==> config.mk <==
export PLATFORM = sky130hd
export DESIGN_NAME = tlc_phase_sequencer
export DESIGN_NICKNAME = d
export VERILOG_FILES = /design/src/rtl/tlc_pkg.sv /design/src/rtl/tlc_interval_timer.sv /design/src/rtl/tlc_phase_sequencer.sv
export SDC_FILE = /design/constraint.sdc
export NUM_CORES = 1
export LEC_CHECK = 0
export BUFFER_PORTS_ARGS = -buffer_cell sky130_fd_sc_hd__buf_2
export CORE_AREA = 3 3 90 58
export DETAILED_ROUTE_END_ITERATION = 10
export DIE_AREA = 0 0 93 61
export GPL_ROUTABILITY_DRIVEN = 0
export MAX_ROUTING_LAYER = met4
export PLACE_DENSITY_LB_ADDON = 0.05
export SLEW_MARGIN = 20
export SYNTH_ARGS = -nofsm -noshare
export SYNTH_HDL_FRONTEND = slang
export SYNTH_SLANG_ARGS = --single-unit
==> constraint.sdc <==
create_clock -name clk -period 3.1 [get_ports clk]
set_clock_uncertainty 0.1 [all_clocks]
set_input_delay 0.31 -clock clk [delete_from_list [all_inputs] [get_ports clk]]
set_output_delay 0.31 -clock clk [all_outputs]
set_load 0.02 [all_outputs]
==> src/rtl/tlc_pkg.sv <==
// Shared definitions for the traffic-light phase sequencer: state encoding,
// lamp patterns and the demand scan used to pick the next phase to serve.
package tlc_pkg;

  typedef enum logic [1:0] {
    ST_ALLRED = 2'd0,
    ST_GREEN  = 2'd1,
    ST_YELLOW = 2'd2,
    ST_WALK   = 2'd3
  } tlc_state_t;

  localparam logic [2:0] LAMP_R = 3'b100;
  localparam logic [2:0] LAMP_Y = 3'b010;
  localparam logic [2:0] LAMP_G = 3'b001;

  localparam int MAX_PHASES = 8;

  // First phase after 'start' (with wrap) whose demand is set; phase 0 is on
  // permanent recall, so the scan always ends at 0 at the latest.
  function automatic logic [2:0] next_phase(input logic [MAX_PHASES-1:0] demand,
                                            input int n_phases,
                                            input logic [2:0] start);
    logic [2:0] result;
    logic       found;
    int         j;
    result = 3'd0;
    found  = 1'b0;
    for (int k = 1; k <= MAX_PHASES; k++) begin
      j = (int'(start) + k) % n_phases;
      if (!found && (k <= n_phases) && ((j == 0) || demand[j])) begin
        result = j[2:0];
        found  = 1'b1;
      end
    end
    return result;
  endfunction

endpackage

==> src/rtl/tlc_interval_timer.sv <==
// Down-counting interval timer: loaded with D-1, expires on the tick that
// finds it at zero, so an interval lasts exactly D ticks.
module tlc_interval_timer #(
  parameter int TIMER_W = 8
) (
  input  logic               clk,
  input  logic               Reset_n,
  input  logic               load,
  input  logic [TIMER_W-1:0] value,
  input  logic               tick,
  output logic               expired
);

  logic [TIMER_W-1:0] count_reg;

  always_ff @(posedge clk or negedge Reset_n) begin
    if (!Reset_n) begin
      count_reg <= '0;
    end else if (load) begin
      count_reg <= value;
    end else if (tick && (count_reg != '0)) begin
      count_reg <= count_reg - TIMER_W'(1);
    end
  end

  assign expired = tick && (count_reg == '0);

endmodule

==> src/rtl/tlc_phase_sequencer.sv <==
// Demand-actuated N-approach traffic-light sequencer with phase skipping,
// bounded green extension, all-red clearance and a latched walk interval.
module tlc_phase_sequencer
  import tlc_pkg::*;
#(
  parameter int N_PHASES = 3,
  parameter int TIMER_W  = 8,
  parameter int T_BASE   = 6,
  parameter int T_MAIN0  = 12,
  parameter int T_EXT    = 3,
  parameter int T_YEL    = 2,
  parameter int T_ALLRED = 1,
  parameter int T_WALK   = 4,
  parameter int MAX_EXT  = 1
) (
  input  logic                        clk,
  input  logic                        Reset_n,
  input  logic                        tick,
  input  logic                        prog,
  input  logic [N_PHASES-1:0]         sensor,
  input  logic                        walk_req,
  output logic [3*N_PHASES-1:0]       lights,
  output logic                        walk,
  output logic [$clog2(N_PHASES)-1:0] phase,
  output logic                        walk_pending
);

  localparam int PH_W  = $clog2(N_PHASES);
  localparam int EXT_W = (MAX_EXT > 0) ? $clog2(MAX_EXT + 1) : 1;

  localparam logic [TIMER_W-1:0] D_BASE     = TIMER_W'(T_BASE - 1);
  localparam logic [TIMER_W-1:0] D_MAIN0    = TIMER_W'(T_MAIN0 - 1);
  localparam logic [TIMER_W-1:0] D_EXT      = TIMER_W'(T_EXT - 1);
  localparam logic [TIMER_W-1:0] D_YEL      = TIMER_W'(T_YEL - 1);
  localparam logic [TIMER_W-1:0] D_ALLRED   = TIMER_W'(T_ALLRED - 1);
  localparam logic [TIMER_W-1:0] D_WALK     = TIMER_W'(T_WALK - 1);
  localparam logic [TIMER_W-1:0] D_ALLRED_2 = TIMER_W'((T_ALLRED > 1) ? (T_ALLRED - 2) : 0);

  tlc_state_t                state_reg, state_next;
  logic [PH_W-1:0]           phase_reg, phase_next;
  logic [PH_W-1:0]           nxt_reg, nxt_next;
  logic                      nxt_walk_reg, nxt_walk_next;
  logic [EXT_W-1:0]          ext_cnt_reg, ext_cnt_next;
  logic [N_PHASES-1:0]       demand_reg, demand_next;
  logic                      walk_pending_reg, walk_pending_next;
  logic                      first_reg, first_next;
  logic                      restart_reg, restart_next;
  logic [3*N_PHASES-1:0]     lights_reg, lights_next;
  logic                      walk_reg, walk_next;

  logic [N_PHASES-1:0]       demand_set, demand_clr;
  logic [MAX_PHASES-1:0]     demand_scan;
  logic                      walk_clr;
  logic                      tmr_load, tmr_expired, expiry;
  logic [TIMER_W-1:0]        tmr_value;

  tlc_interval_timer #(.TIMER_W(TIMER_W)) u_timer (
    .clk     (clk),
    .Reset_n (Reset_n),
    .load    (tmr_load),
    .value   (tmr_value),
    .tick    (tick),
    .expired (tmr_expired)
  );

  // A phase being served (green or yellow) does not latch its own demand.
  for (genvar gi = 0; gi < N_PHASES; gi++) begin : g_demand_set
    assign demand_set[gi] = sensor[gi] &&
        !(((state_reg == ST_GREEN) || (state_reg == ST_YELLOW)) && (phase_reg == PH_W'(gi)));
  end

  always_comb begin
    demand_scan = '0;
    demand_scan[N_PHASES-1:0] = demand_reg;
  end

  always_comb begin
    state_next    = state_reg;
    phase_next    = phase_reg;
    nxt_next      = nxt_reg;
    nxt_walk_next = nxt_walk_reg;
    ext_cnt_next  = ext_cnt_reg;
    first_next    = first_reg;
    restart_next  = restart_reg;
    demand_clr    = '0;
    walk_clr      = 1'b0;
    tmr_load      = 1'b0;
    tmr_value     = '0;
    expiry        = tmr_expired;

    // The timer comes out of reset at zero; the first all-red tick stands in
    // for the missing T_ALLRED-1 preload.
    if (restart_reg) begin
      expiry = tick && (T_ALLRED == 1);
      if (tick) begin
        restart_next = 1'b0;
        if (T_ALLRED > 1) begin
          tmr_load  = 1'b1;
          tmr_value = D_ALLRED_2;
        end
      end
    end

    case (state_reg)
      ST_ALLRED: begin
        if (expiry) begin
          tmr_load = 1'b1;
          if (nxt_walk_reg) begin
            state_next = ST_WALK;
            tmr_value  = D_WALK;
            walk_clr   = 1'b1;
          end else begin
            state_next          = ST_GREEN;
            phase_next          = nxt_reg;
            ext_cnt_next        = '0;
            first_next          = 1'b0;
            demand_clr[nxt_reg] = 1'b1;
            tmr_value           = (first_reg && (nxt_reg == '0)) ? D_MAIN0 : D_BASE;
          end
        end
      end
      ST_GREEN: begin
        if (expiry) begin
          tmr_load = 1'b1;
          if (sensor[phase_reg] && (int'(ext_cnt_reg) < MAX_EXT)) begin
            tmr_value    = D_EXT;
            ext_cnt_next = ext_cnt_reg + EXT_W'(1);
          end else if ((phase_reg == '0) && (demand_reg[N_PHASES-1:1] == '0) && !walk_pending_reg) begin
            tmr_value = D_BASE;
          end else begin
            state_next = ST_YELLOW;
            tmr_value  = D_YEL;
          end
        end
      end
      ST_YELLOW: begin
        if (expiry) begin
          state_next    = ST_ALLRED;
          tmr_load      = 1'b1;
          tmr_value     = D_ALLRED;
          nxt_walk_next = (phase_reg == '0) && walk_pending_reg;
          nxt_next      = PH_W'(next_phase(demand_scan, N_PHASES, 3'(phase_reg)));
        end
      end
      ST_WALK: begin
        if (expiry) begin
          state_next    = ST_ALLRED;
          tmr_load      = 1'b1;
          tmr_value     = D_ALLRED;
          nxt_walk_next = 1'b0;
          nxt_next      = PH_W'(next_phase(demand_scan, N_PHASES, 3'd0));
        end
      end
      default: state_next = ST_ALLRED;
    endcase

    demand_next       = (demand_reg & ~demand_clr) | demand_set;
    walk_pending_next = (walk_pending_reg & ~walk_clr) | walk_req;

    if (prog) begin
      state_next        = ST_ALLRED;
      phase_next        = '0;
      nxt_next          = '0;
      nxt_walk_next     = 1'b0;
      ext_cnt_next      = '0;
      first_next        = 1'b1;
      restart_next      = 1'b0;
      demand_next       = '0;
      walk_pending_next = 1'b0;
      tmr_load          = 1'b1;
      tmr_value         = D_ALLRED;
    end
  end

  // Lamps are decoded from the next state so they are registered with it.
  for (genvar gi = 0; gi < N_PHASES; gi++) begin : g_lamps
    assign lights_next[3*gi +: 3] =
        ((state_next == ST_GREEN)  && (phase_next == PH_W'(gi))) ? LAMP_G :
        ((state_next == ST_YELLOW) && (phase_next == PH_W'(gi))) ? LAMP_Y : LAMP_R;
  end
  assign walk_next = (state_next == ST_WALK);

  always_ff @(posedge clk or negedge Reset_n) begin
    if (!Reset_n) begin
      state_reg        <= ST_ALLRED;
      phase_reg        <= '0;
      nxt_reg          <= '0;
      nxt_walk_reg     <= 1'b0;
      ext_cnt_reg      <= '0;
      demand_reg       <= '0;
      walk_pending_reg <= 1'b0;
      first_reg        <= 1'b1;
      restart_reg      <= 1'b1;
      lights_reg       <= {N_PHASES{LAMP_R}};
      walk_reg         <= 1'b0;
    end else begin
      state_reg        <= state_next;
      phase_reg        <= phase_next;
      nxt_reg          <= nxt_next;
      nxt_walk_reg     <= nxt_walk_next;
      ext_cnt_reg      <= ext_cnt_next;
      demand_reg       <= demand_next;
      walk_pending_reg <= walk_pending_next;
      first_reg        <= first_next;
      restart_reg      <= restart_next;
      lights_reg       <= lights_next;
      walk_reg         <= walk_next;
    end
  end

  assign lights       = lights_reg;
  assign walk         = walk_reg;
  assign phase        = phase_reg;
  assign walk_pending = walk_pending_reg;

endmodule

==> results of run 1 <==
==> worst max-delay path, delay by kind of cell (launching register included) <==
family	cells	cell delay [ps]
adders and majority gates	1	240
buffers and inverters	1	210
AOI/OAI and AO/OA	2	540
DFF	1	520
and+or+nand+nor	3	870
==> final cells by class <==
| type | count | area [µm²] | share of cell area [%] |
|---|---|---|---|
| Multi-Input combinational cell | 156 | 1120 | 49.2 |
| Clock inverter | 3 | 42.5 | 1.87 |
| Clock buffer | 5 | 68.8 | 3.02 |
| Tap cell | 63 | 78.8 | 3.46 |
| Inverter | 9 | 36.3 | 1.59 |
| Sequential cell | 32 | 807 | 35.4 |
| Timing Repair Buffer | 23 | 125 | 5.49 |
==> metrics by stage <==
step / total power [W] / utilization [%] / setup WS (ps) / hold WS (ps)
2_1_floorplan: 0.00111 / - / 786 / -85.6
3_3_place_gp: 0.00126 / 48.3 / 664 / 298
3_5_place_dp: 0.00126 / 48.3 / 530 / 305
4_1_cts: 0.00166 / 51.0 / 492 / 160
5_1_grt: 0.00178 / 51.0 / 271 / 183
6_report: 0.00165 / 51.0 / 503 / 161
==> worst max path at each step <==
stage | startpoint | endpoint | slack (ps) | cells past startpoint
after floorplan | phase[1] | lights[3] | 790 | 7
after global placement | u_timer.count_reg[0] | lights[2] | 660 | 8
after detailed placement | phase[1] | lights[3] | 530 | 7
after CTS | phase[1] | lights[6] | 490 | 7
after global routing | phase[1] | lights[6] | 270 | 7
final | phase[1] | lights[6] | 500 | 7
==> timing repair <==
item                                   4_1_cts  5_1_grt
endpoints found under the hold margin        1        0
setup endpoints to repair                    0        0
hold buffers                                 1        0
==> metal layers <==
layer  up-vias  part of all wire (%)  routed length [µm]
li1        771                     -                   -
met1       738                    55                2530
met2        40                    39                1770
met3         7                   5.3                 241
met4         0                  0.79                  36
met5         -                     0                   0
==> cells in the final DEF, fill, tap and decap left out, types with 2 or more instances in the layout <==
cell type / synthesis / routed
a21o_1: 4 / 4
a21oi_1: 14 / 14
a22o_1: 2 / 2
a22oi_1: 3 / 3
and2_1: 4 / 4
and3_1: 3 / 3
buf_2: 2 / 20
buf_4: 0 / 2
clkbuf_8: 0 / 5
dfrtp_1: 27 / 27
dfstp_2: 5 / 5
ha_1: 14 / 14
inv_1: 8 / 8
mux2i_1: 4 / 4
nand2_1: 20 / 20
nand2b_1: 3 / 3
nand3_1: 6 / 6
nand3b_1: 4 / 4
nand4b_1: 2 / 2
nor2_1: 17 / 17
nor2b_1: 2 / 2
nor3_1: 9 / 9
nor4b_1: 2 / 2
o211ai_1: 2 / 2
o21ai_0: 6 / 6
o21ai_1: 6 / 6
or2_1: 2 / 2
xor2_1: 4 / 4
==> power by group through the flow <==
stage | Sequential (W) | Combinational [W] | Clock (W)
floorplan | 0.000582 | 0.000525 | 0
global placement | 0.000581 | 0.000680 | 0
detailed placement | 0.000579 | 0.000680 | 0
CTS | 0.000575 | 0.000681 | 0.000405
global route | 0.000589 | 0.000756 | 0.000434
finish | 0.000576 | 0.000681 | 0.000395
==> kinds of logic (layout without fill, tap and decap cells) <==
family / count (synthesis) / in the layout / share of synthesized area (%)
AOI/OAI and AO/OA: 51 / 51 / 19.1
buffers and inverters: 15 / 40 / 3.08
xor gates and xnor gates: 5 / 5 / 2.20
adders and majority gates: 14 / 14 / 8.81
DFF: 32 / 32 / 40.6
and+or+nand+nor: 82 / 82 / 24.3
muxes: 4 / 4 / 2.01
==> metrics.csv, run 1 <==
metric,value,unit
status,finished clean,
hold path start,walk_req,
postcts setup bufs,0,
met1 Track Usage GR,28.3,%
"Seq/Total Area, Yosys",40.6,%
fin crit share,83.8,%
Crit path required time,3170,ps
Avg Vias per Cell,5.35,
number of library cell types mapped by synthesis,51,
Clock Power Share,23.9,%
Post-Syn Nets,225,
clock root cell,clkbuf_8,
"count leader, synth",dfrtp_1,
Critical Path Max Stage Delay,520,ps
die height,61,µm
Fill cells,442,
Synth Flop Type,dfrtp_1,
CP Cell Sequence,inv_1 > ha_1 > nor4b_2 > a211oi_4 > a221oi_4 > nor2_1 > nor4b_1,
max reg flops,9,
relative slew slack,53.1,%
synth warn,0,
Max-Cap Viols,0,
initial DRC count,151,
startpoint types,flip-flop,
Sw Ratio,38.8,%
H-tree Lvls,2,
setup_tns,0,ps
Flop pwr share,34.9,%
Detailed Place HPWL,3420,µm
Initial Util,44.5,%
n_diodes,0,
layout cells sized above 1,20.6,%
Final Instance Area,2280,µm²
fin nets,249,
vias in the first global route,1446,
"Hold Vio Cnt, Final",0,
Hold WC Path Type,in2reg,
RSZ-0062 raised after global routing,false,
mean area per synthesized cell,9.80,µm²
Synth Instances,203,
CP Class,reg2reg,
number of buffers added on ports,20,
CTS resizes,0,
Worst-Skew Late Latency,280,ps
Peak VDD IR,0.299,mV
pwr dens,725,nW/µm²
top cell type's share of synthesized area,34.0,%
WL final,4580,µm
Placeable Area,4470,µm²
Pint,0.00101,W
GRT busiest layer,met1,
# rows,19,
I/O Pins,21,
initial antenna violation count,0,
mapped cell area,1990,µm²
R2R cell count,7,
vias,1556,
grt ovf,0,
CTS Sinks,32,
Comb pwr share,41.2,%
Die Span X,93,µm
M2 GR Usage,22.7,%
Pleak,1.05,nW
WL/cell,15.7,µm
WHS Path Cells,3,
Switch Pwr,0.000641,W
Area contributors post-synth,"dfrtp_1 34%, ha_1 8.8%, dfstp_2 6.6%",
clk slew on worst S/H paths,70,ps
DP Cell Count,282,
r2r endpoint,lights[6],
Final setup viols,0,
critical path endpoint category,flip-flop,
number of synthesized flops with an enable pin,0,
Finished Layout Cells,291,
drt drc,0,
CP max FO,12,
post-synthesis register bit count,32,
cts bufs inserted,5,
Clock Tree Buf Depth,2,
met3 GRT Util,4.09,%
hold endpoint,walk_pending,
drt first pass iters,4,
Max Freq,0.385,GHz
Worst path slowest cell,dfrtp_1,
Slew Limit Fails,0,
Synth area leader,dfrtp_1,
worst r2r src,phase[1],
Async SR Flop Fraction,100,%
Routed Antenna Nets,0,
area delta synth->final,14.6,%
die area,5670,µm²
Post-DP Area,2160,µm²
CTS tree,yes,
largest net degree at the start of global routing,33,
Slew @ Worst Pin,704,ps
total track usage,18.1,%
"top cells by count, synth","27 x dfrtp_1, 20 x nand2_1, 17 x nor2_1, 14 x a21oi_1, 14 x ha_1",
Arrival @ worst endpoint,2670,ps
"reg-to-reg slack, setup",500,ps
Period minus WS final,2600,ps
first-pass GRT wire length,7580,µm
(Power assumes the default switching activity.)
==> run 2: changes to the inputs <==
Settings changed: ABC_AREA from default to 1.
Clock period 3.1 ns to 2.49 ns, I/O delays scaled along.
==> run 2 against run 1 <==
Effect of this change:
- total power rose by 24%
- wire length is 1.4% higher
- fmax grew 23%
- critical path depth grew 5
- clock power rose by 8.9%
- first-iteration DRC count decreased by 38%
- cell area is 0.27% lower
- register-to-register slack worse by 130 ps
- non-clock buffer count shrank 2
- setup slack worse by 130 ps
- final cell count rose by 17%
- clock-buffer cell count grew 2
- critical path type unchanged
==> metrics.csv, run 2 <==
metric,value,unit,change
H-tree Lvls,2,,unchanged
Placeable Area,4470,µm²,unchanged
relative slew slack,53.3,%,+0.25 points
Pleak,1.14,nW,+9.0%
cts bufs inserted,5,,unchanged
Post-Syn Nets,273,,+21%
Async SR Flop Fraction,100,%,unchanged
"Hold Vio Cnt, Final",0,,unchanged
die height,61,µm,unchanged
area of the multi-input gates,1030,µm²,-7.7%
Fill cells,464,,+5.0%
RSZ-0062 raised after global routing,false,,
top cell type's share of synthesized area,33.8,%,-0.13 points
Peak VDD IR,0.526,mV,+76%
Crit path required time,2540,ps,-630 ps
layout cells sized above 1,20.6,%,-0.036 points
number of buffers added on ports,20,,unchanged
synth warn,0,,unchanged
clock root cell,clkbuf_8,,
n_diodes,0,,unchanged
Comb pwr share,43.8,%,+2.6 points
WP buf/inv,2,,+1
max reg flops,9,,unchanged
Max Freq,0.473,GHz,+23%
Synth area leader,dfrtp_1,,
CTS tree,yes,,
Detailed Place HPWL,3570,µm,+4.4%
most frequent CP cell,nand2_1,,
mean area per synthesized cell,7.96,µm²,-19%
initial DRC count,94,,-38%
I/O Pins,21,,unchanged
Slew @ Worst Pin,700,ps,-3.71 ps
Slew Limit Fails,0,,unchanged
Worst-Skew Late Latency,280,ps,about the same
startpoint types,flip-flop,,
Synth Instances,251,,+24%
drt first pass iters,4,,unchanged
Arrival @ worst endpoint,2170,ps,-500 ps
"count leader, synth",nand2_1,,
Avg Vias per Cell,4.95,,-7.4%
WL final,4640,µm,+1.4%
setup_tns,0,ps,unchanged
Worst path slowest cell,dfrtp_1,,
total track usage,18.5,%,+0.41 points
postcts setup bufs,0,,unchanged
die area,5670,µm²,unchanged
first-pass GRT wire length,7620,µm,+0.45%
"top cells by count, synth","44 x nand2_1, 35 x inv_1, 33 x nor2_1, 27 x dfrtp_1, 18 x o21ai_0",,
fin crit share,85.0,%,+1.2 points
grt ovf,0,,unchanged
vias,1683,,+8.2%
Final setup viols,0,,unchanged
CTS Sinks,32,,unchanged
Sw Ratio,42.0,%,+3.2 points
Synth Flop Type,dfrtp_1,,
drt drc,0,,unchanged
# rows,19,,unchanged
Critical Path Max Stage Delay,490,ps,-30 ps
area delta synth->final,13.8,%,
status,finished clean,,
Pint,0.00119,W,+17%
Max-Cap Viols,0,,unchanged
mapped cell area,2000,µm²,+0.38%
CP max FO,8,,-4
vias in the first global route,1512,,+4.6%
"Seq/Total Area, Yosys",40.4,%,-0.15 points
"commonest non-fill, non-tap cell in the layout",nand2_1,,
Switch Pwr,0.000858,W,+34%
DP Cell Count,332,,+18%
clk slew on worst S/H paths,60,ps,about the same
most frequent cells in the layout,"44 x nand2_1, 35 x inv_1, 33 x nor2_1",,
Finished Layout Cells,340,,+17%
Clock Tree Buf Depth,2,,unchanged
initial antenna violation count,0,,unchanged
critical path endpoint category,flip-flop,,
Die Span X,93,µm,unchanged
Area contributors post-synth,"dfrtp_1 34%, ha_1 8.8%, nand2_1 8.3%",,
CP Class,reg2reg,,
pwr dens,900,nW/µm²,+24%
Hold WC Path Type,in2reg,,
CP Cell Sequence,inv_1 > ha_1 > inv_1 > nor2_1 > o21bai_1 > nand3_1 > nand2_1 > a21oi_1 > nand2_1 > nand2_1 > o211ai_1 > o21ai_0,,
Period minus WS final,2120,ps,-482 ps
cell family with most CP delay,flip-flops,,
number of library cell types mapped by synthesis,31,,-39%
Routed Antenna Nets,0,,unchanged
post-synthesis register bit count,32,,unchanged
fin nets,299,,+20%
Clock Power Share,21.0,%,-2.9 points
largest net degree at the start of global routing,33,,unchanged
Initial Util,44.7,%,+0.17 points
Flop pwr share,35.1,%,+0.2 points
WL/cell,13.7,µm,-13%
sequential cell area,807,µm²,unchanged
number of synthesized flops with an enable pin,0,,unchanged
[run 2: worst min-delay path: cells and delay by family]
family	cells	cell delay (ps)
buffers and inverters	2	130
AO/OA/AOI/OAI	1	50
[run 2: area by class of cell]
cell class	instances	share of cell area [%]
Multi-Input combinational cell	178	45.5
Tap cell	63	3.47
Sequential cell	32	35.5
Inverter	39	6.44
Clock buffer	7	4.24
Timing Repair Buffer	21	4.84
[run 2: final timing paths]
path	to	slack, ps	depth (start not counted)	startpoint
worst max-delay path	nxt_reg[0]	370	12	phase[0]
worst min-delay path	walk_pending	100	3	walk_req
worst max register to register	nxt_reg[0]	370	12	phase[0]
worst min register to register	first_reg	380	2	first_reg
max in group asynchronous	ext_cnt_reg	1370	2	Reset_n
min in group asynchronous	demand_reg[2]	460	2	Reset_n
[run 2: kinds of logic (layout without fill, tap and decap cells)]
kind of cell	Yosys count	count (layout)	synth area share [%]
adder cells (fa/ha/maj)	14	14	8.77
buffers and inverters	41	67	7.77
XOR/XNOR	5	5	2.19
AND/OR/NAND/NOR	122	122	29.9
flip-flops	32	32	40.4
AO/OA/AOI/OAI	37	37	11.0
[run 2: timing repair]
item                                   CTS  global route
resized for setup                        0             0
endpoints found under the hold margin   27             0
hold buffers                             1             0
[run 2: power by group through the flow]
stage                     clock [W]  sequential [W]  combinational (W)
after global placement            0        0.000725           0.000903
after floorplan                   0        0.000726           0.000693
after detailed placement          0        0.000724           0.000891
after global routing       0.000467        0.000730            0.00100
final                      0.000430        0.000719           0.000897
after CTS                  0.000441        0.000717           0.000897
[run 2: through the flow]
stage / setup slack (ps) / hold WS, ps / total power [W] / area [µm²] / util [%]
global route: 88.8 / 120 / 0.00220 / 2270 / 50.9
detailed placement: 393 / 256 / 0.00161 / 2170 / 48.5
finish: 374 / 104 / 0.00205 / 2270 / 50.9
global placement: 410 / 254 / 0.00163 / 2170 / 48.5
CTS: 375 / 99.7 / 0.00205 / 2270 / 50.9
floorplan: 510 / -147 / 0.00142 / 2000 / -
[run 2: layer usage]
metal	track usage [%]	part of all wire, %
met1	29.1	56
met2	22.6	37
met3	4.46	5.9
met4	5.01	0.82
met5	-	0
==> run 3: changes to the inputs <==
Clock period 2.49 ns to 2.04 ns, I/O delays scaled along.
==> run 3 against run 2 <==
Effect of this change:
- final cell count rose by 4.7%
- clock power rose by 42%
- wire length rose by 2.3%
- sequential power rose by 19%
- die area did not move
- critical path type unchanged
- global-route usage rose by 0.19 points
- fmax rose by 9.7%
- worst hold slack got worse by 60 ps
- setup slack got worse by 260 ps
==> metrics.csv, run 3 (synthesis gave the netlist of run 2 again) <==
metric,value,unit,change
H-tree Lvls,2,,unchanged
largest net degree at the start of global routing,33,,unchanged
CTS Sinks,32,,unchanged
initial DRC count,148,,+57%
status,finished clean,,
number of buffers added on ports,20,,unchanged
Switch Pwr,0.00110,W,+29%
layout cells sized above 1,26.3,%,+5.7 points
setup_tns,0,ps,unchanged
cts bufs inserted,5,,unchanged
Crit path required time,2160,ps,-380 ps
Routed Antenna Nets,0,,unchanged
CP Class,reg2reg,,
Sw Ratio,41.1,%,-0.83 points
vias in the first global route,1548,,+2.4%
Final Instance Area,2410,µm²,+6.0%
most frequent cells in the layout,"43 x nand2_1, 34 x inv_1, 32 x nor2_1",,
Period minus WS final,1930,ps,-187 ps
Hold WC Path Type,in2reg,,
I/O Pins,21,,unchanged
# rows,19,,unchanged
Pleak,1.22,nW,+6.6%
post-layout power,0.00269,W,+31%
CP max FO,4,,-4
"Hold Vio Cnt, Final",0,,unchanged
area delta synth->final,20.7,%,
vias,1753,,+4.2%
Clock Power Share,22.7,%,+1.7 points
Detailed Place HPWL,3800,µm,+6.3%
drt drc,0,,unchanged
Pint,0.00158,W,+33%
Placeable Area,4470,µm²,unchanged
Initial Util,44.7,%,unchanged
grt ovf,0,,unchanged
"commonest non-fill, non-tap cell in the layout",nand2_1,,
Post-DP Area,2270,µm²,+4.8%
startpoint types,flip-flop,,
critical path endpoint category,flip-flop,,
die area,5670,µm²,unchanged
Arrival @ worst endpoint,2050,ps,-120 ps
pwr dens,1110,nW/µm²,+24%
first-pass GRT wire length,7600,µm,-0.28%
max reg flops,9,,unchanged
Flop pwr share,31.9,%,-3.2 points
Fill cells,460,,-0.86%
clock root cell,clkbuf_8,,
die height,61,µm,unchanged
fin crit share,94.6,%,+9.6 points
Worst-Skew Late Latency,290,ps,about the same
Avg Vias per Cell,4.92,,-0.52%
WL final,4750,µm,+2.3%
Peak VDD IR,0.717,mV,+36%
clk slew on worst S/H paths,70,ps,about the same
Die Span X,93,µm,unchanged
Max-Cap Viols,0,,unchanged
relative slew slack,53.5,%,+0.11 points
CTS tree,yes,,
Clock Tree Buf Depth,2,,unchanged
Max Freq,0.518,GHz,+9.7%
RSZ-0062 raised after global routing,true,,
n_diodes,0,,unchanged
drt first pass iters,4,,unchanged
total track usage,18.7,%,+0.19 points
WL/cell,13.3,µm,-2.3%
Comb pwr share,45.4,%,+1.6 points
Slew Limit Fails,0,,unchanged
initial antenna violation count,0,,unchanged
Final setup viols,0,,unchanged
fin nets,314,,+5.0%
Slew @ Worst Pin,698,ps,-1.61 ps
[run 3: stage by stage]
step | worst slack [ps] | instances | hold slack (ps) | util (%)
3_3_place_gp | 109 | 346 | 212 | 50.8
2_1_floorplan | 60.2 | 251 | -192 | -
5_1_grt | -8.17 | 356 | 56.4 | 53.9
3_5_place_dp | 131 | 346 | 202 | 50.8
4_1_cts | 107 | 355 | 40.1 | 53.6
6_report | 111 | 356 | 43.7 | 53.9
[run 3: final cells by class]
type                    count  area, µm²  share of cell area [%]
multi-input cells         178       1040                    43.3
flip-flops and latches     32        807                    33.5
repair buffers             36        223                    9.24
inverters                  39        146                    6.07
well taps                  63       78.8                    3.27
clock buffers               5       68.8                    2.86
clock inverters             3       42.5                    1.77
[run 3: routing by layer]
layer / part of all wire [%] / vias up / track usage (%) / wire (µm)
met3: 8.4 / 5 / 6.44 / 398
met4: 0.90 / 0 / 4.38 / 43
met5: 0 / - / - / 0
li1: - / 888 / - / -
met2: 36 / 60 / 22.3 / 1700
met1: 55 / 800 / 28.9 / 2610
[run 3: critical path, stage by stage, from the launching register on]
cell	delay, ps
dfrtp_1	390
inv_1	80
ha_1	140
nand2_1	100
nor2_1	120
nor2_1	50
nor2_2	170
nand4_1	210
nand2_1	140
nand3_1	140
nor2_2	170
nor2_2	50
[run 3: timing repair]
item                       CTS  global route
hold endpoints to repair    27             0
gates resized for setup      0             4
hold buffers                 1             0
setup endpoints to repair    0             8
buffers inserted             0             1
[run 3: worst paths after layout]
| check | cells after the start | start | endpoint | slack [ps] |
|---|---|---|---|---|
| worst max-delay path | 11 | u_timer.count_reg[1] | lights[8] | 110 |
| worst min-delay path | 3 | walk_req | walk_pending | 40 |
| worst max register to register | 11 | u_timer.count_reg[1] | lights[8] | 110 |
| worst min register to register | 2 | first_reg | first_reg | 370 |
| max in group asynchronous | 2 | Reset_n | walk | 990 |
| min in group asynchronous | 2 | Reset_n | demand_reg[1] | 390 |
[run 3: power by group through the flow]
stage          combinational, W  sequential (W)  clock [W]
2_1_floorplan          0.000846        0.000886          0
5_1_grt                 0.00136        0.000876   0.000651
4_1_cts                 0.00120        0.000857   0.000626
6_report                0.00122        0.000858   0.000609
3_3_place_gp            0.00120        0.000870          0
3_5_place_dp            0.00119        0.000868          0
